`src/rtl/memory_bist_pkg.sv`:
```
// Shared types and the reference data generator for the memory BIST engine.
// Pure package: no latency, no flow control.
// Holds the FSM state enum, the pattern/mode enum and the expected-data function.
package memory_bist_pkg;

  typedef enum logic [2:0] {
    ST_IDLE     = 3'd0,
    ST_WRITE    = 3'd1,
    ST_READ     = 3'd2,
    ST_CMP      = 3'd3,
    ST_NEXT_PAT = 3'd4,
    ST_DONE     = 3'd5
  } state_e;

  typedef enum logic [1:0] {
    MODE_ZERO    = 2'd0,
    MODE_ADDR    = 2'd1,
    MODE_CHECKER = 2'd2,
    MODE_ALL     = 2'd3
  } mode_e;

  // Last pattern index when cycling through all patterns in MODE_ALL.
  localparam logic [1:0]  LAST_PAT = 2'd2;
  localparam logic [15:0] ERR_MAX  = 16'hFFFF;

  // Expected memory word for a pattern at a given address, computed at the
  // widest legal data/address width (64 bits). Callers size the result to
  // DWIDTH and feed the address zero-extended from AWIDTH, which yields the
  // truncation / zero-extension behaviour of the address pattern for free.
  function automatic logic [63:0] expected_data(input logic [1:0]  pat,
                                                input logic [63:0] addr);
    logic [63:0] r;
    case (pat)
      MODE_ADDR:    r = addr;
      MODE_CHECKER: r = addr[0] ? {32{2'b10}} : {32{2'b01}};
      default:      r = '0;
    endcase
    return r;
  endfunction

endpackage

```
`src/rtl/memory_bist_m.sv`:
```
// Memory built-in self test: writes a pattern over the whole array, reads it back and counts mismatches.
// Latency: 3*DEPTH cycles per pattern (+1 between patterns in MODE_ALL); start to busy is one cycle.
// Backpressure: none; the memory is assumed to accept one access per cycle, abort ends a run at any time.
//
// Ports:
//   clk, rst_n            clock, asynchronous active-low reset
//   start, abort          run request (sampled in idle) / cancel (priority over start)
//   mode, stop_on_error   pattern select and early-stop, latched with start
//   mem_addr/wdata/we/re  memory command, all registered; read data returns one cycle after mem_re
//   mem_rdata             memory read data
//   busy, done, pass      run status; pass valid while done
//   err_count             saturating mismatch count
//   fail_addr, fail_mode  address and pattern of the first mismatch
module memory_bist_m
  import memory_bist_pkg::*;
#(
  parameter int DWIDTH = 8,
  parameter int AWIDTH = 5
) (
  input  logic              clk,
  input  logic              rst_n,
  input  logic              start,
  input  logic              abort,
  input  logic [1:0]        mode,
  input  logic              stop_on_error,
  output logic [AWIDTH-1:0] mem_addr,
  output logic [DWIDTH-1:0] mem_wdata,
  output logic              mem_we,
  output logic              mem_re,
  input  logic [DWIDTH-1:0] mem_rdata,
  output logic              busy,
  output logic              done,
  output logic              pass,
  output logic [15:0]       err_count,
  output logic [AWIDTH-1:0] fail_addr,
  output logic [1:0]        fail_mode
);

  localparam logic [AWIDTH-1:0] ADDR_LAST = '1;

  state_e              state_q, state_d;
  mode_e               mode_q, mode_d;
  logic [1:0]          pat_q, pat_d;
  logic                stop_q, stop_d;
  logic [AWIDTH-1:0]   addr_q, addr_d;
  logic [DWIDTH-1:0]   wdata_q, wdata_d;
  logic                we_q, we_d;
  logic                re_q, re_d;
  logic                busy_q, busy_d;
  logic                done_q, done_d;
  logic                pass_q, pass_d;
  logic [15:0]         err_q, err_d;
  logic [AWIDTH-1:0]   fail_addr_q, fail_addr_d;
  logic [1:0]          fail_mode_q, fail_mode_d;

  logic [DWIDTH-1:0]   cmp_exp;
  logic                mismatch;
  logic                go_done;

  // Read data in CMP belongs to the address presented during the preceding READ,
  // which addr_q still holds. Case inequality makes X/Z on the bus a failure.
  always_comb begin
    cmp_exp  = DWIDTH'(expected_data(pat_q, 64'(addr_q)));
    mismatch = (mem_rdata !== cmp_exp);
  end

  always_comb begin
    state_d     = state_q;
    mode_d      = mode_q;
    pat_d       = pat_q;
    stop_d      = stop_q;
    addr_d      = addr_q;
    we_d        = 1'b0;
    re_d        = 1'b0;
    busy_d      = busy_q;
    done_d      = done_q;
    pass_d      = pass_q;
    err_d       = err_q;
    fail_addr_d = fail_addr_q;
    fail_mode_d = fail_mode_q;
    go_done     = 1'b0;

    case (state_q)
      ST_IDLE: begin
        if (start) begin
          mode_d      = mode_e'(mode);
          stop_d      = stop_on_error;
          pat_d       = (mode == MODE_ALL) ? 2'(MODE_ZERO) : mode;
          addr_d      = '0;
          err_d       = '0;
          fail_addr_d = '0;
          fail_mode_d = '0;
          done_d      = 1'b0;
          pass_d      = 1'b0;
          busy_d      = 1'b1;
          we_d        = 1'b1;
          state_d     = ST_WRITE;
        end
      end

      ST_WRITE: begin
        if (addr_q == ADDR_LAST) begin
          addr_d  = '0;
          re_d    = 1'b1;
          state_d = ST_READ;
        end else begin
          addr_d  = addr_q + 1'b1;
          we_d    = 1'b1;
        end
      end

      ST_READ: state_d = ST_CMP;

      ST_CMP: begin
        if (mismatch) begin
          if (err_q != ERR_MAX) err_d = err_q + 16'd1;
          if (err_q == 16'd0) begin
            fail_addr_d = addr_q;
            fail_mode_d = pat_q;
          end
        end
        if (mismatch && stop_q) begin
          go_done = 1'b1;
        end else if (addr_q != ADDR_LAST) begin
          addr_d  = addr_q + 1'b1;
          re_d    = 1'b1;
          state_d = ST_READ;
        end else if (mode_q == MODE_ALL && pat_q != LAST_PAT) begin
          state_d = ST_NEXT_PAT;
        end else begin
          // The final pattern finishes straight into DONE, so a single-pattern
          // run is busy for exactly 3*DEPTH cycles with no turnaround slot.
          go_done = 1'b1;
        end
      end

      ST_NEXT_PAT: begin
        pat_d   = pat_q + 2'd1;
        addr_d  = '0;
        we_d    = 1'b1;
        state_d = ST_WRITE;
      end

      ST_DONE: state_d = ST_IDLE;

      default: state_d = ST_IDLE;
    endcase

    if (go_done) begin
      state_d = ST_DONE;
      busy_d  = 1'b0;
      done_d  = 1'b1;
      pass_d  = (err_d == 16'd0);
    end

    if (abort && state_q != ST_IDLE) begin
      state_d = ST_IDLE;
      busy_d  = 1'b0;
      done_d  = 1'b0;
      pass_d  = 1'b0;
      we_d    = 1'b0;
      re_d    = 1'b0;
    end

    // Write data is registered alongside the address it belongs to.
    wdata_d = we_d ? DWIDTH'(expected_data(pat_d, 64'(addr_d))) : wdata_q;
  end

  always_ff @(posedge clk or negedge rst_n) begin
    if (!rst_n) begin
      state_q     <= ST_IDLE;
      mode_q      <= MODE_ZERO;
      pat_q       <= '0;
      stop_q      <= 1'b0;
      addr_q      <= '0;
      wdata_q     <= '0;
      we_q        <= 1'b0;
      re_q        <= 1'b0;
      busy_q      <= 1'b0;
      done_q      <= 1'b0;
      pass_q      <= 1'b0;
      err_q       <= '0;
      fail_addr_q <= '0;
      fail_mode_q <= '0;
    end else begin
      state_q     <= state_d;
      mode_q      <= mode_d;
      pat_q       <= pat_d;
      stop_q      <= stop_d;
      addr_q      <= addr_d;
      wdata_q     <= wdata_d;
      we_q        <= we_d;
      re_q        <= re_d;
      busy_q      <= busy_d;
      done_q      <= done_d;
      pass_q      <= pass_d;
      err_q       <= err_d;
      fail_addr_q <= fail_addr_d;
      fail_mode_q <= fail_mode_d;
    end
  end

  assign mem_addr  = addr_q;
  assign mem_wdata = wdata_q;
  assign mem_we    = we_q;
  assign mem_re    = re_q;
  assign busy      = busy_q;
  assign done      = done_q;
  assign pass      = pass_q;
  assign err_count = err_q;
  assign fail_addr = fail_addr_q;
  assign fail_mode = fail_mode_q;

endmodule

```
`config.mk`:
```
export PLATFORM = sky130hd
export DESIGN_NAME = memory_bist_m
export DESIGN_NICKNAME = d
export VERILOG_FILES = /design/src/rtl/memory_bist_pkg.sv /design/src/rtl/memory_bist_m.sv
export SDC_FILE = /design/constraint.sdc
export NUM_CORES = 1
export LEC_CHECK = 0
export CAP_MARGIN = 20
export CORE_UTILIZATION = 47
export DETAILED_ROUTE_END_ITERATION = 8
export PLACE_DENSITY = 0.76
export SLEW_MARGIN = 20
export SYNTH_ARGS = -nofsm -noshare
export SYNTH_HDL_FRONTEND = slang
export SYNTH_SLANG_ARGS = --single-unit
```
`constraint.sdc`:
```
create_clock -name clk -period 2.4 [get_ports clk]
set_input_delay 0.48 -clock clk [delete_from_list [all_inputs] [get_ports clk]]
set_output_delay 0.48 -clock clk [all_outputs]
set_load 0.01 [all_outputs]
```
==> results.md <==
* P per Cell Area at 817 mW/mm^2
* CP startpoint: pat_q[0]
* Critical R2R Capture: pass
* CP max stage cell: or4_4
* GR Util All Layers at 0.268
* Crit path DAT at 2.90 ns
* CTS clk-pin slew, worst paths at 0.09 ns
* Max Transition Viols Final at 0
* CTS tree: yes
* Routed Antenna Nets at 0
* Adder-cell area share of the yosys netlist at 0.0436
* WL/cell at 16.1 um
* Main synth FF type: dfrtp_1
* Status: complete, but fails checks
* Maximum operating frequency at 377 MHz
* Min cycle time layout at 2.65 ns
* Area share of the largest cell type after synthesis at 0.418
* Fin crit share at 1.10
* DRC at 0
* Synth Net Count at 353
* RSZ-0062 raised after global routing: yes
* Area after DPL at 0.00393 mm^2
* Yosys warning count at 0
* Most common cell in the netlist: nand2_1
* Cell type with the largest total area after synthesis: dfrtp_1
* Final setup fails at 11
* Post-synth ARST share at 1.00
* Area grow syn2layout at 48.7%
* Synth Area in Compound Gates at 0.220
* Tightest Pin Transition at 0.488 ns
* Clock root buffer: clkbuf_8
* Synth unique cells at 59
* Top cells by count, synth: 50 x nand2_1, 48 x dfrtp_1, 26 x nor2_1
* GRT met3 Usage at 0.0443
* Synth Cell Area at 0.00287 mm^2
* Max FO, Critical Path at 5
* Area contributors post-synth: dfrtp_1 42%, nand2_1 6.5%, ha_1 4.4%, a21oi_1 3.5%, nor2_1 3.4%
* Chip height at 80.1 um
* Largest net degree at the start of global routing at 49
* Final worst slack at -0.251 ns
* Cell family with most CP delay: simple AND/OR/NAND/NOR gates
* Tot Pwr at 3.49 mW
* Starting density of the core at 0.485
* Clk sinks at 48
* Number of vias per cell at 5.79
* Vias in the first global route at 2889
* Clock Skew at 0.00999 ns
* First-pass GRT wire length at 13400 um
* Crit. End Element: register
* Leakage Power at 1.88 nW
* Met1 Use GR at 0.369
* Mux cell area share after synthesis at 0.0209
* Gr busiest metal: met2
* Total CTS buffers at 5
* Largest family of logic cells by synthesized area: simple AND/OR/NAND/NOR gates
* Setup slack, reg-to-reg at -0.25 ns
* Levels on crit path at 12
* Max incr delay on CP at 0.54 ns
* Critical path type: register to register
* Area of the die at 0.00642 mm^2
* Syn Inst Count at 328
* Synth Area in Simple Gates at 0.230
* Total Nets Final at 473
* Crit-path cells: inv_2 -> ha_4 -> nand2b_4 -> a21boi_2 -> xor2_1 -> nand2_2 -> o21ai_4 -> buf_6 -> nor3_1 -> mux2i_1 -> or4_4 -> o2bb2ai_2
* Xor/xnor share of the synthesized area at 0.0183
* Hold_buf cts at 0
* Buf/Inv on CP at 2
* Post-synthesis register bit count at 48
* I/O pins at 56
* R2R Path Start: pat_q[0]
* Share of cells above drive strength 1 at 0.278
* Width of the die at 80.1 um
* Drt total wl at 8370 um
* Worst hold path class: input port to asynchronous set/reset pin
* GRT overflow at 0
* Synth Area per Inst at 8.75 um^2
* CP Launch Type: register
* First-pass DRT Iterations at 5
* EDFF count, synth at 0
* Antenna Cells at 0
* CORE AREA at 0.00592 mm^2
* Fin. Hold Viols at 0
* Post-route cell area at 0.00427 mm^2
* Initial antenna violation count at 0
* # rows at 28
* I/O Buffers at 55
* CP Capture Point: pass
* GPL Wtd Cong at 0.961
* CTS Buffer Depth at 2
* CTS H-tree lvls at 2
* Post-synthesis sequential area ratio at 0.418
* Reg2Reg Depth at 12
* Latest clock arrival within the worst-skew pair at 0.31 ns
* Critical path required time at 2.65 ns
* Slew headroom at 0.673
* M2 GR Usage at 0.431
* Failing checks: setup timing
* Post-DP HPWL at 6010 um
* Via count at 3017
* Max Cap Violations at 0
* DRT iter0 DRCs at 217
* Worst vdd ir at 693 uV
[layer usage]
metal,up-vias,share of wire
li1,1433,-
met4,0,0.015
met3,16,0.062
met5,-,0
met2,119,0.48
met1,1449,0.45
[registers in the layout (all words and copies together), names as in the netlist]
register   cells
fail_mode      2
pat_q          2
mem_re         1
err_count     16
state_q        3
fail_addr      5
mem_addr       5
busy           1
done           1
mem_wdata      7
mode_q         2
mem_we         1
pass           1
stop_q         1
[cell type report]
type                            count  area, um^2
Tap cell                           75        93.8
Inverter                           18        67.6
Clock buffer                        5        68.8
Multi-Input combinational cell    248        1710
Timing Repair Buffer              127        1120
Fill cell                         457        1650
Sequential cell                    48        1200
[worst min path at each step]
stage	startpoint	end	slack [ns]
CTS	rst_n	err_count[10]	0.15
global placement	mode_q[1]	mode_q[1]	0.46
floorplan	rst_n	busy	0.18
finish	rst_n	err_count[7]	0.13
global route	rst_n	err_count[7]	0.15
detailed placement	mode_q[0]	mode_q[0]	0.46
[per-stage QoR]
stage / hold WS, ns / instances / setup WS (ns) / utilization / setup TNS (ns)
6_report: 0.130 / 521 / -0.251 / 0.721 / -1.46
4_1_cts: 0.153 / 517 / -0.162 / 0.700 / -1.36
2_1_floorplan: 0.184 / 328 / 0.000417 / - / 0
5_1_grt: 0.155 / 521 / -0.385 / 0.721 / -3.94
3_5_place_dp: 0.464 / 506 / -0.601 / 0.664 / -12.44
3_3_place_gp: 0.460 / 506 / -0.474 / 0.664 / -7.36
[cell usage in the layout, fill, tap and decap left out, types with 3 or more instances in the layout]
cell	synthesis	routed
dfrtp_2	0	3
nor4_1	6	5
nand4_1	6	6
mux2i_1	6	4
clkbuf_8	0	5
xnor2_1	5	4
and3_1	4	4
dfrtp_1	48	45
o21ai_1	7	6
buf_6	2	4
o31ai_1	11	9
ha_1	10	8
inv_1	17	15
o21ai_2	1	3
o211ai_1	5	5
nand2b_1	6	5
clkdlybuf4s50_1	0	51
nor2_1	26	23
a22o_1	5	5
buf_4	1	66
nand2_2	0	3
nor3_1	10	10
dlygate4sd2_1	0	3
nand3_1	10	10
o21ai_0	14	11
a21oi_1	20	17
o22a_1	3	3
nand2_1	50	47
[logic make-up after synthesis]
family / after synthesis
flops: 48
simple gates: 134
xor+xnor: 6
buf+inv: 32
compound gates: 92
fa+ha+maj: 10
mux: 6
[timing repair]
item                                    4_1_cts  5_1_grt
resized for setup                            28       25
pin swaps                                    16       16
endpoints found under the setup margin       17       20
buffers inserted                              6        4
[worst register-to-register path: cells and delay by family, from the launching register on]
kind            cells  cell delay, ns
compound gates      3            0.40
buf+inv             2            0.24
fa+ha+maj           1            0.18
mux                 1            0.15
flops               1            0.46
xor+xnor            1            0.17
simple gates        4            0.99
[report_power, final]
part           internal [mW]  switching (mW)
combinational          0.983           0.932
sequential             0.966           0.157
clock                  0.189           0.262
Power figures use the tool's default switching activity.
